===== config.mk =====
export PLATFORM = sky130hd
export DESIGN_NAME = programmable_truth_table
export DESIGN_NICKNAME = d
export VERILOG_FILES = /design/src/rtl/ptt_pkg.sv /design/src/rtl/ptt_out_fifo.sv /design/src/rtl/programmable_truth_table.sv
export SDC_FILE = /design/constraint.sdc
export NUM_CORES = 1
export LEC_CHECK = 0
export CORE_ASPECT_RATIO = 1.1
export CORE_MARGIN = 8
export CORE_UTILIZATION = 42
export DETAILED_ROUTE_END_ITERATION = 10
export PLACE_DENSITY = 0.77
export SLEW_MARGIN = 20
export SYNTH_ARGS = -nofsm -noshare
export SYNTH_HDL_FRONTEND = slang
export SYNTH_SLANG_ARGS = --single-unit

===== constraint.sdc =====
create_clock -name clk -period 5.13 [get_ports clk]
set_input_delay 1.026 -clock clk [delete_from_list [all_inputs] [get_ports clk]]
set_output_delay 1.026 -clock clk [all_outputs]
set_load 0.05 [all_outputs]

===== src/rtl/ptt_pkg.sv =====
// Shared types and helpers for the programmable truth-table gate.
//   cfg_state_t : configuration loader states
//   tt_lookup   : row lookup on a left-aligned truth table
package ptt_pkg;

  localparam int unsigned MAX_N_IN = 6;
  localparam int unsigned MAX_TW   = 1 << MAX_N_IN;

  typedef enum logic [0:0] {
    C_IDLE  = 1'b0,
    C_SHIFT = 1'b1
  } cfg_state_t;

  // The table arrives left-aligned (row 0 at the MSB), so bit TW-1-row of the
  // original table always sits at MAX_TW-1-row, which is simply ~row.
  function automatic logic tt_lookup(input logic [MAX_TW-1:0]   tt,
                                     input logic [MAX_N_IN-1:0] row);
    return tt[~row];
  endfunction

endpackage


===== src/rtl/ptt_out_fifo.sv =====
// Small 1-bit result FIFO built as a shift register so the head is always a flop.
//   clk, rst   : clock, asynchronous active-high reset
//   push/push_bit : write request and data (ignored when full without a pop)
//   pop        : read request (ignored when empty)
//   pop_bit    : head entry
//   full/empty : registered occupancy flags
//   count      : number of stored entries
module ptt_out_fifo #(
  parameter int unsigned DEPTH = 2
) (
  input  logic                     clk,
  input  logic                     rst,
  input  logic                     push,
  input  logic                     push_bit,
  input  logic                     pop,
  output logic                     pop_bit,
  output logic                     full,
  output logic                     empty,
  output logic [$clog2(DEPTH):0]   count
);

  localparam int unsigned AW = $clog2(DEPTH);
  localparam int unsigned CW = AW + 1;

  logic [DEPTH-1:0] data_q, data_d;
  logic [CW-1:0]    count_q, count_d;
  logic             full_q, full_d;
  logic             empty_q, empty_d;
  logic [CW-1:0]    wr_idx;
  logic             pop_ok;
  logic             push_ok;

  assign pop_ok  = pop & ~empty_q;
  // A pop in the same cycle frees the slot, so a full buffer can still accept.
  assign push_ok = push & (~full_q | pop_ok);
  assign wr_idx  = count_q - CW'(pop_ok);

  // Next-state: shift out on pop, write behind the last valid entry on push.
  always_comb begin
    data_d  = data_q;
    count_d = count_q + CW'(push_ok) - CW'(pop_ok);
    if (pop_ok) begin
      data_d = data_q >> 1;
    end
    if (push_ok) begin
      data_d[AW'(wr_idx)] = push_bit;
    end
    full_d  = (count_d == CW'(DEPTH));
    empty_d = (count_d == '0);
  end

  always_ff @(posedge clk or posedge rst) begin
    if (rst) begin
      data_q  <= '0;
      count_q <= '0;
      full_q  <= 1'b0;
      empty_q <= 1'b1;
    end else begin
      data_q  <= data_d;
      count_q <= count_d;
      full_q  <= full_d;
      empty_q <= empty_d;
    end
  end

  assign pop_bit = data_q[0];
  assign full    = full_q;
  assign empty   = empty_q;
  assign count   = count_q;

endmodule


===== src/rtl/programmable_truth_table.sv =====
// Runtime-programmable N-input Boolean gate evaluated on a valid/ready stream.
// The truth table is loaded bit-serially into a shadow register and committed
// atomically on the final bit of a correctly sized load.
//   clk, reset                    : clock, asynchronous active-high reset
//   cfg_valid/cfg_bit/cfg_last    : serial table load, row 0 first
//   cfg_ready                     : always ready
//   cfg_err                       : sticky, last load had the wrong bit count
//   in_valid/in_ready/in_vec      : input vector stream, in_vec is the row index
//   out_valid/out_ready/out_bit   : result stream (buffered, FIFO order)
//   tt_active                     : committed table, MSB = row 0
module programmable_truth_table
  import ptt_pkg::*;
#(
  parameter int unsigned             N_IN      = 3,
  parameter logic [(1<<N_IN)-1:0]    RESET_TT  = 8'h43,
  parameter int unsigned             OUT_DEPTH = 2
) (
  input  logic                   clk,
  input  logic                   reset,
  input  logic                   cfg_valid,
  input  logic                   cfg_bit,
  input  logic                   cfg_last,
  output logic                   cfg_ready,
  output logic                   cfg_err,
  input  logic                   in_valid,
  output logic                   in_ready,
  input  logic [N_IN-1:0]        in_vec,
  output logic                   out_valid,
  input  logic                   out_ready,
  output logic                   out_bit,
  output logic [(1<<N_IN)-1:0]   tt_active
);

  localparam int unsigned TW    = 1 << N_IN;
  localparam int unsigned IW    = $clog2(TW);
  localparam int unsigned CNT_W = IW + 1;
  localparam int unsigned FCW   = $clog2(OUT_DEPTH) + 1;

  cfg_state_t       state_q, state_d;
  logic [CNT_W-1:0] cnt_q, cnt_d;
  logic [TW-1:0]    shadow_q, shadow_d;
  logic [TW-1:0]    tt_active_q, tt_active_d;
  logic             cfg_err_q, cfg_err_d;
  logic             drop_q, drop_d;

  logic             fifo_full;
  logic             fifo_empty;
  logic [FCW-1:0]   fifo_count;
  logic             out_pop;
  logic             in_push;
  logic             lookup_bit;
  logic [MAX_TW-1:0] tt_aligned;

  // Configuration loader: next-state, shadow fill and commit.
  always_comb begin
    state_d     = state_q;
    cnt_d       = cnt_q;
    shadow_d    = shadow_q;
    tt_active_d = tt_active_q;
    cfg_err_d   = cfg_err_q;
    drop_d      = drop_q;
    unique case (state_q)
      C_IDLE: begin
        if (cfg_valid) begin
          if (drop_q) begin
            // Swallow the tail of an overlong load up to its cfg_last.
            if (cfg_last) begin
              drop_d = 1'b0;
            end
          end else begin
            shadow_d[TW-1] = cfg_bit;
            if (cfg_last) begin
              // N_IN >= 1 means TW >= 2, so a single-bit load is always short.
              cfg_err_d = 1'b1;
            end else begin
              cnt_d   = CNT_W'(1);
              state_d = C_SHIFT;
            end
          end
        end
      end
      C_SHIFT: begin
        if (cfg_valid) begin
          if (cnt_q == CNT_W'(TW)) begin
            // Bit TW+1: abandon the load; drop the rest unless this bit ends it.
            cfg_err_d = 1'b1;
            cnt_d     = '0;
            state_d   = C_IDLE;
            drop_d    = ~cfg_last;
          end else begin
            shadow_d[IW'(CNT_W'(TW - 1) - cnt_q)] = cfg_bit;
            cnt_d = cnt_q + CNT_W'(1);
            if (cfg_last) begin
              cnt_d   = '0;
              state_d = C_IDLE;
              if (cnt_q == CNT_W'(TW - 1)) begin
                tt_active_d = shadow_d;
                cfg_err_d   = 1'b0;
              end else begin
                cfg_err_d = 1'b1;
              end
            end
          end
        end
      end
      default: begin
        state_d = C_IDLE;
        cnt_d   = '0;
      end
    endcase
  end

  always_ff @(posedge clk or posedge reset) begin
    if (reset) begin
      state_q     <= C_IDLE;
      cnt_q       <= '0;
      shadow_q    <= '0;
      tt_active_q <= RESET_TT;
      cfg_err_q   <= 1'b0;
      drop_q      <= 1'b0;
    end else begin
      state_q     <= state_d;
      cnt_q       <= cnt_d;
      shadow_q    <= shadow_d;
      tt_active_q <= tt_active_d;
      cfg_err_q   <= cfg_err_d;
      drop_q      <= drop_d;
    end
  end

  // Lookup always uses the table committed before this edge.
  assign tt_aligned = MAX_TW'(tt_active_q) << (MAX_TW - TW);
  assign lookup_bit = tt_lookup(tt_aligned, MAX_N_IN'(in_vec));

  assign out_pop  = out_valid & out_ready;
  assign in_ready = ~fifo_full | out_pop;
  assign in_push  = in_valid & in_ready;

  ptt_out_fifo #(
    .DEPTH (OUT_DEPTH)
  ) u_out_fifo (
    .clk      (clk),
    .rst      (reset),
    .push     (in_push),
    .push_bit (lookup_bit),
    .pop      (out_pop),
    .pop_bit  (out_bit),
    .full     (fifo_full),
    .empty    (fifo_empty),
    .count    (fifo_count)
  );

  // Occupancy can never exceed the buffer depth.
  a_count_bound: assert property (@(posedge clk) disable iff (reset)
                                  fifo_count <= FCW'(OUT_DEPTH));

  assign out_valid = ~fifo_empty;
  assign cfg_ready = 1'b1;
  assign cfg_err   = cfg_err_q;
  assign tt_active = tt_active_q;

endmodule

==> results of run 1 <==
[layout by cell type, fill, tap and decap left out, types with 2 or more instances in the layout]
cell / count
mux2i_1: 13
nor2b_1: 2
dfstp_2: 4
nor3_1: 4
dfrtp_1: 25
mux2_2: 4
clkbuf_8: 6
clkbuf_1: 2
nand2_1: 18
nand3_1: 4
inv_1: 8
a31oi_1: 3
o21ai_0: 16
nand2b_1: 2
a21oi_1: 3
clkdlybuf4s50_1: 21
nor2_1: 6
xnor2_1: 2
ha_1: 4
[layout make-up]
cell class	instances	area [sq um]
inverter	9	33.78
tap	50	62.56
sequential	29	730.7
timing repair buffer	21	210.2
multi-input combinational	102	713.2
clock buffer	8	90.09
fill	352	1728
[cell families after synthesis]
group,Yosys count,share of synthesized area
and+or+nand+nor,45,0.1581
AOI/OAI and AO/OA,31,0.1214
buffers and inverters,18,0.05949
xor gates and xnor gates,2,0.01141
adders and majority gates,4,0.03260
other,1,0.002443
muxes,19,0.1385
DFF,29,0.4760
[routing by layer]
layer	track usage	vias to the layer above	routed length (microns)
met5	0	-	0
met4	0.05800	0	54
met3	0.04523	6	195
met2	0.1854	23	1450
met1	0.1356	528	1346
li1	-	552	-
[final timing paths]
kind / from / to / slack (ns) / cells after the start
worst min-delay path: cfg_err / cfg_err / 0.49 / 1
max in group asynchronous: reset / shadow_q[1] / 3.60 / 2
worst max register to register: u_out_fifo.empty / u_out_fifo.full / 3.12 / 8
worst max-delay path: out_ready / in_ready / 1.60 / 4
min in group asynchronous: reset / u_out_fifo.count[0] / 1.14 / 2
worst min register to register: cfg_err / cfg_err / 0.49 / 1
[report_power, final]
part | switching, uW | total (uW) | leakage (uW) | internal [uW]
clock | 78.0 | 187 | 0.0000455 | 109
combinational | 181 | 320 | 0.000418 | 139
sequential | 55.7 | 349 | 0.000366 | 293
[registers in the layout, summed over array words and instances (netlist names)]
register	flops
tt_active	8
cnt_q	4
u_out_fifo.empty	1
u_out_fifo.data_q	2
u_out_fifo.count	2
shadow_q	8
state_q	1
drop_q	1
u_out_fifo.full	1
cfg_err	1
[per-stage QoR]
stage	instance area, sq um	util
3_3_place_gp	1750	0.4905
2_1_floorplan	1535	-
3_5_place_dp	1750	0.4905
6_report	1841	0.5158
4_1_cts	1841	0.5158
5_1_grt	1841	0.5158
==> metrics.md, run 1 <==
| Metric | Value |
|---|---|
| Outcome | finished, final reports clean |
| Post-DP HPWL | 2.327 mm |
| Ys Warns | 0 |
| DR vias | 1109 |
| Core area | 3568 sq um |
| Post-CTS setup buffers | 0 |
| CP Class | input port to primary output |
| Yosys top cell by area | dfrtp_1 |
| IO Count | 23 |
| Synthesized Nets | 163 |
| DR DRC count | 0 |
| Post-CTS Hold Buffers | 0 |
| # nets final | 182 |
| Post-Syn Instances | 149 |
| Die ar. | 5848 sq um |
| CTS resizes | 0 |
| DR pass1 iterations | 4 |
| Vias in the first global route | 1153 |
| Minimum clock period | 3.526 ns |
| Unique masters post-synth | 42 |
| Die width | 73.65 microns |
| Clock Skews | 0.003411 ns |
| Antenna Violating Nets Remaining | 0 |
| Die H | 79.41 microns |
| Peak VDD IR | 0.0002377 V |
| Initial core utilization | 0.4302 |
| Hold/Removal Path Class | flip-flop to flip-flop |
| Clk sink count | 29 |
| Synthesized flop and latch total | 29 |
| Root Driver | clkbuf_8 |
| Largest net degree at the start of global routing | 30 |
| Worst Path Required | 4.10 ns |
| Longest Clk Path Bufs | 2 |
| Cells after DPL | 211 |
| Dpl ws | 1.606 ns |
| Routed wire length | 3.046 mm |
| Drt via density | 5.064 |
| Leakage Power | 0.0008289 uW |
| Final critical-path share of the clock period | 0.6873 |
| Critical path's largest stage delay | 0.81 ns |
| RSZ-0062 raised after global routing | no |
| Cell with the most instances after synthesis | dfrtp_1 |
| H-tree depth | 2 |
| Final setup violation count | 0 |
| Synth async-reset ratio | 1.000 |
| CTS clk-pin slew, worst paths | 0.06 ns |
| Crit start category | input port |
| Total Power | 855.8 uW |
| CP most frequent cell | clkdlybuf4s50_1 |
| DR iter-0 viols | 34 |
| Synth top area cells | dfrtp_1 41%, mux2i_1 8.5%, dfstp_2 6.8% |
| WP buf/inv | 2 |
| Sequential share of the synthesized area | 0.4760 |
| Synthesized cell area | 1535 sq um |
| Worst Tran Pin Value | 0.5933 ns |
| Port buffer count | 21 |
| Power per cell area | 465.0 nW/um^2 |
| Top_reg_cell synth | dfrtp_1 |
| Slew HR | 0.6039 |
| Avg Cell Area, Syn | 10.30 sq um |
| GR Util All Layers | 0.1176 |
| Arr. time, crit path | 2.50 ns |
| Top-area cell type share of the netlist area | 0.4075 |
| Min Hold Slack | 0.4918 ns |
| Final non-filler cell total | 219 |
| CTS tree | built |
| FP Rows | 23 |
| Layout cells sized above 1 | 0.1183 |
| Final setup margin | 1.604 ns |
| First-pass GRT wire length | 5.299 mm |
| Slowest cell on the critical path | clkdlybuf4s50_1 |
| MaxCap Viol Count | 0 |
| Crit-path cells | clkdlybuf4s50_1 -> nand2b_1 -> nand2_1 -> clkdlybuf4s50_1 |
| Clock Latency Late Sink | 0.27 ns |
| Fmax | 0.2836 GHz |
| Layout area overhead | 19.89% |
| Synth top cells by count | 25 x dfrtp_1, 18 x nand2_1, 16 x o21ai_0, 13 x mux2i_1, 9 x inv_1 |
| Post-synth EDFFs | 0 |
| Top delay family on crit path | buffers and inverters |
| Worst-path fanout max | 5 |
| Initial antenna violation count | 0 |
| GR Overflow Total | 0 |
| Antenna Cells | 0 |
| Avg WL per Cell | 13.91 microns |
| Hold Vio Cnt, Final | 0 |
| Slew Limit Fails | 0 |
| Gpl congestion | 0.7944 |
| CTS buffer count | 5 |
| TNS Setup | 0 ns |
| Crit. End Element | primary output |
Note: power is estimated with default switching activity, not from simulation.
==> inputs of run 2 (changes only) <==
--- a/config.mk
+++ b/config.mk
@@ -9,7 +9,7 @@
 export CORE_MARGIN = 8
 export CORE_UTILIZATION = 42
 export DETAILED_ROUTE_END_ITERATION = 10
-export PLACE_DENSITY = 0.77
+export PLACE_DENSITY = 0.79
 export SLEW_MARGIN = 20
 export SYNTH_ARGS = -nofsm -noshare
 export SYNTH_HDL_FRONTEND = slang
==> constraint.sdc (replaced) <==
create_clock -name clk -period 3 [get_ports clk]
set_input_delay 0.6 -clock clk [delete_from_list [all_inputs] [get_ports clk]]
set_output_delay 0.6 -clock clk [all_outputs]
set_load 0.05 [all_outputs]
==> run 2 against run 1 <==
  * Hold slack gained 0.0033 ns
  * Sequential power grew 71%
  * Die area is the same
  * Power grew 82%
  * Setup slack lost 0.84 ns
==> metrics.md, run 2 (same netlist as run 1, synthesis figures left out) <==
| Metric | Value |
|---|---|
| Register Area | 730.7 sq um (unchanged) |
| Minimum clock period | 2.238 ns |
| FP Rows | 23 (unchanged) |
| Drt via density | 5.114 (was 5.064) |
| Leakage Power | 0.0008478 uW (was 0.0008289 uW) |
| Worst Path Required | 2.40 ns (was 4.10 ns) |
| Routed wire length | 3.115 mm (was 3.046 mm) |
| Slowest cell on the critical path | clkdlybuf4s50_1 (unchanged) |
| Core area | 3568 sq um (unchanged) |
| Sw Share | 0.3537 (was 0.3681) |
| Finished Core Util | 0.5245 (was 0.5158) |
| GR Util All Layers | 0.1182 (was 0.1176) |
| Fmax | 0.4469 GHz |
| MaxCap Viol Count | 0 (unchanged) |
| Filler cells | 336 (was 352) |
| GR Overflow Total | 0 (unchanged) |
| Arr. time, crit path | 1.64 ns (was 2.50 ns) |
| Die H | 79.41 microns (unchanged) |
| Layout cells sized above 1 | 0.1294 (was 0.1183) |
| Root Driver | clkbuf_8 (unchanged) |
| Die width | 73.65 microns (unchanged) |
| Post-CTS Hold Buffers | 0 (unchanged) |
| Post-CTS setup buffers | 0 (unchanged) |
| Initial antenna violation count | 0 (unchanged) |
| Antenna Cells | 0 (unchanged) |
| Layout area overhead | 21.92% (was 19.89%) |
| DR pass1 iterations | 4 (unchanged) |
| Clk sink count | 29 (unchanged) |
| Crit-path cells | clkdlybuf4s50_1 (was clkdlybuf4s50_1 -> nand2b_1 -> nand2_1 -> clkdlybuf4s50_1) |
| DR DRC count | 0 (unchanged) |
| Leading cell type in the layout, fill and taps excluded | dfrtp_1 (unchanged) |
| Top delay family on crit path | buffers and inverters (unchanged) |
| Avg WL per Cell | 14.16 microns (was 13.91 microns) |
| First-pass GRT wire length | 5.354 mm (was 5.299 mm) |
| Multi-input gate area | 713.2 sq um (unchanged) |
| TNS Setup | 0 ns (unchanged) |
| Final setup violation count | 0 (unchanged) |
| H-tree depth | 2 (unchanged) |
| RSZ-0062 raised after global routing | no (unchanged) |
| Vias in the first global route | 1164 (was 1153) |
| CTS clk-pin slew, worst paths | 0.06 ns (about the same) |
| Port buffer count | 21 (unchanged) |
| Die ar. | 5848 sq um (unchanged) |
| Hold Vio Cnt, Final | 0 (unchanged) |
| Peak VDD IR | 0.0002601 V (was 0.0002377 V) |
| CTS tree | built (unchanged) |
| CTS buffer count | 5 (unchanged) |
| Worst-path fanout max | 3 (was 5) |
| Slew Limit Fails | 0 (unchanged) |
| Longest Clk Path Bufs | 2 (unchanged) |
| Initial core utilization | 0.4302 (unchanged) |
| Critical path's largest stage delay | 0.81 ns (about the same) |
| IO Count | 23 (unchanged) |
| CTS resizes | 0 (unchanged) |
| # nets final | 183 (was 182) |
| Final critical-path share of the clock period | 0.7459 |
| WP buf/inv | 1 (was 2) |
| Power per cell area | 831.9 nW/um^2 (was 465.0 nW/um^2) |
| Clock Skews | 0.003779 ns (was 0.003411 ns) |
| Largest net degree at the start of global routing | 30 (unchanged) |
| CP Class | flip-flop to primary output (was input port to primary output) |
| Slew HR | 0.6455 (was 0.6039) |
| Worst Tran Pin Value | 0.5276 ns (was 0.5933 ns) |
| Crit. End Element | primary output (unchanged) |
| Hold/Removal Path Class | flip-flop to flip-flop (unchanged) |
| Sw power | 550.7 uW (was 315.0 uW) |
| Outcome | finished, final reports clean (unchanged) |
| DR iter-0 viols | 54 (was 34) |
| Clock Latency Late Sink | 0.28 ns (was 0.27 ns) |
| Gpl congestion | 0.7856 (was 0.7944) |
| DR vias | 1125 (was 1109) |
| Most frequent cells in the layout | 25 x dfrtp_1, 20 x clkdlybuf4s50_1, 18 x nand2_1, 16 x o21ai_0, 13 x mux2i_1 (was 25 x dfrtp_1, 21 x clkdlybuf4s50_1, 18 x nand2_1, 16 x o21ai_0, 13 x mux2i_1) |
| Sequential power share | 0.384 (was 0.407) |
| Clk pwr share | 0.269 (was 0.219) |
| Antenna Violating Nets Remaining | 0 (unchanged) |
| Crit start category | flip-flop (was input port) |
| Logic pwr share | 0.347 (was 0.374) |
| Post-DP HPWL | 2.319 mm (was 2.327 mm) |
| Internal power | 1006 uW (was 540.8 uW) |
==> run 2: routing by layer <==
metal / global-route usage / share of wire
met4: 0.06000 / 0.022
met2: 0.2023 / 0.52
met3: 0.04271 / 0.053
met5: 0 / 0
met1: 0.1235 / 0.40
==> run 2: per-stage QoR <==
| stage | power (uW) | hold WS, ns | setup WS (ns) | cell area (sq um) | instances |
|---|---|---|---|---|---|
| CTS | 1569 | 0.4903 | 0.7490 | 1872 | 220 |
| global route | 1657 | 0.5073 | 0.7010 | 1872 | 220 |
| finish | 1557 | 0.4951 | 0.7623 | 1872 | 220 |
| detailed placement | 1146 | 0.4756 | 0.5914 | 1755 | 212 |
| floorplan | 1021 | 0.4478 | 1.172 | 1535 | 149 |
| global placement | 1117 | 0.4634 | 0.6552 | 1755 | 212 |
==> run 2: cell type report <==
cell class,instances,share of cell area
clock buffer,7,0.04612
clock inverter,1,0.01604
inverter,9,0.01805
multi-input combinational,102,0.3810
sequential,29,0.3904
tap,50,0.03342
timing repair buffer,22,0.1150
==> run 2: power by group through the flow <==
stage,Sequential [uW],Combinational [uW],Clock [uW]
floorplan,587,434,0
global placement,595,522,0
detailed placement,603,543,0
CTS,596,547,426
global route,612,608,437
finish,598,540,419
==> run 2: path summary, 6_finish.rpt <==
kind / startpoint / end / slack (ns) / cells past startpoint
worst max-delay path: tt_active[1] / tt_active[1] / 0.76 / 1
worst min-delay path: tt_active[0] / tt_active[0] / 0.50 / 2
worst max register to register: cnt_q[0] / shadow_q[2] / 1.05 / 6
worst min register to register: tt_active[0] / tt_active[0] / 0.50 / 2
max in group asynchronous: reset / tt_active[1] / 2.00 / 3
min in group asynchronous: reset / u_out_fifo.count[1] / 0.69 / 3
==> run 2: worst min-delay path, cell delays in order (launching register included) <==
cell     delay (ns)
dfstp_2        0.38
nand2_1        0.04
o21ai_0        0.07
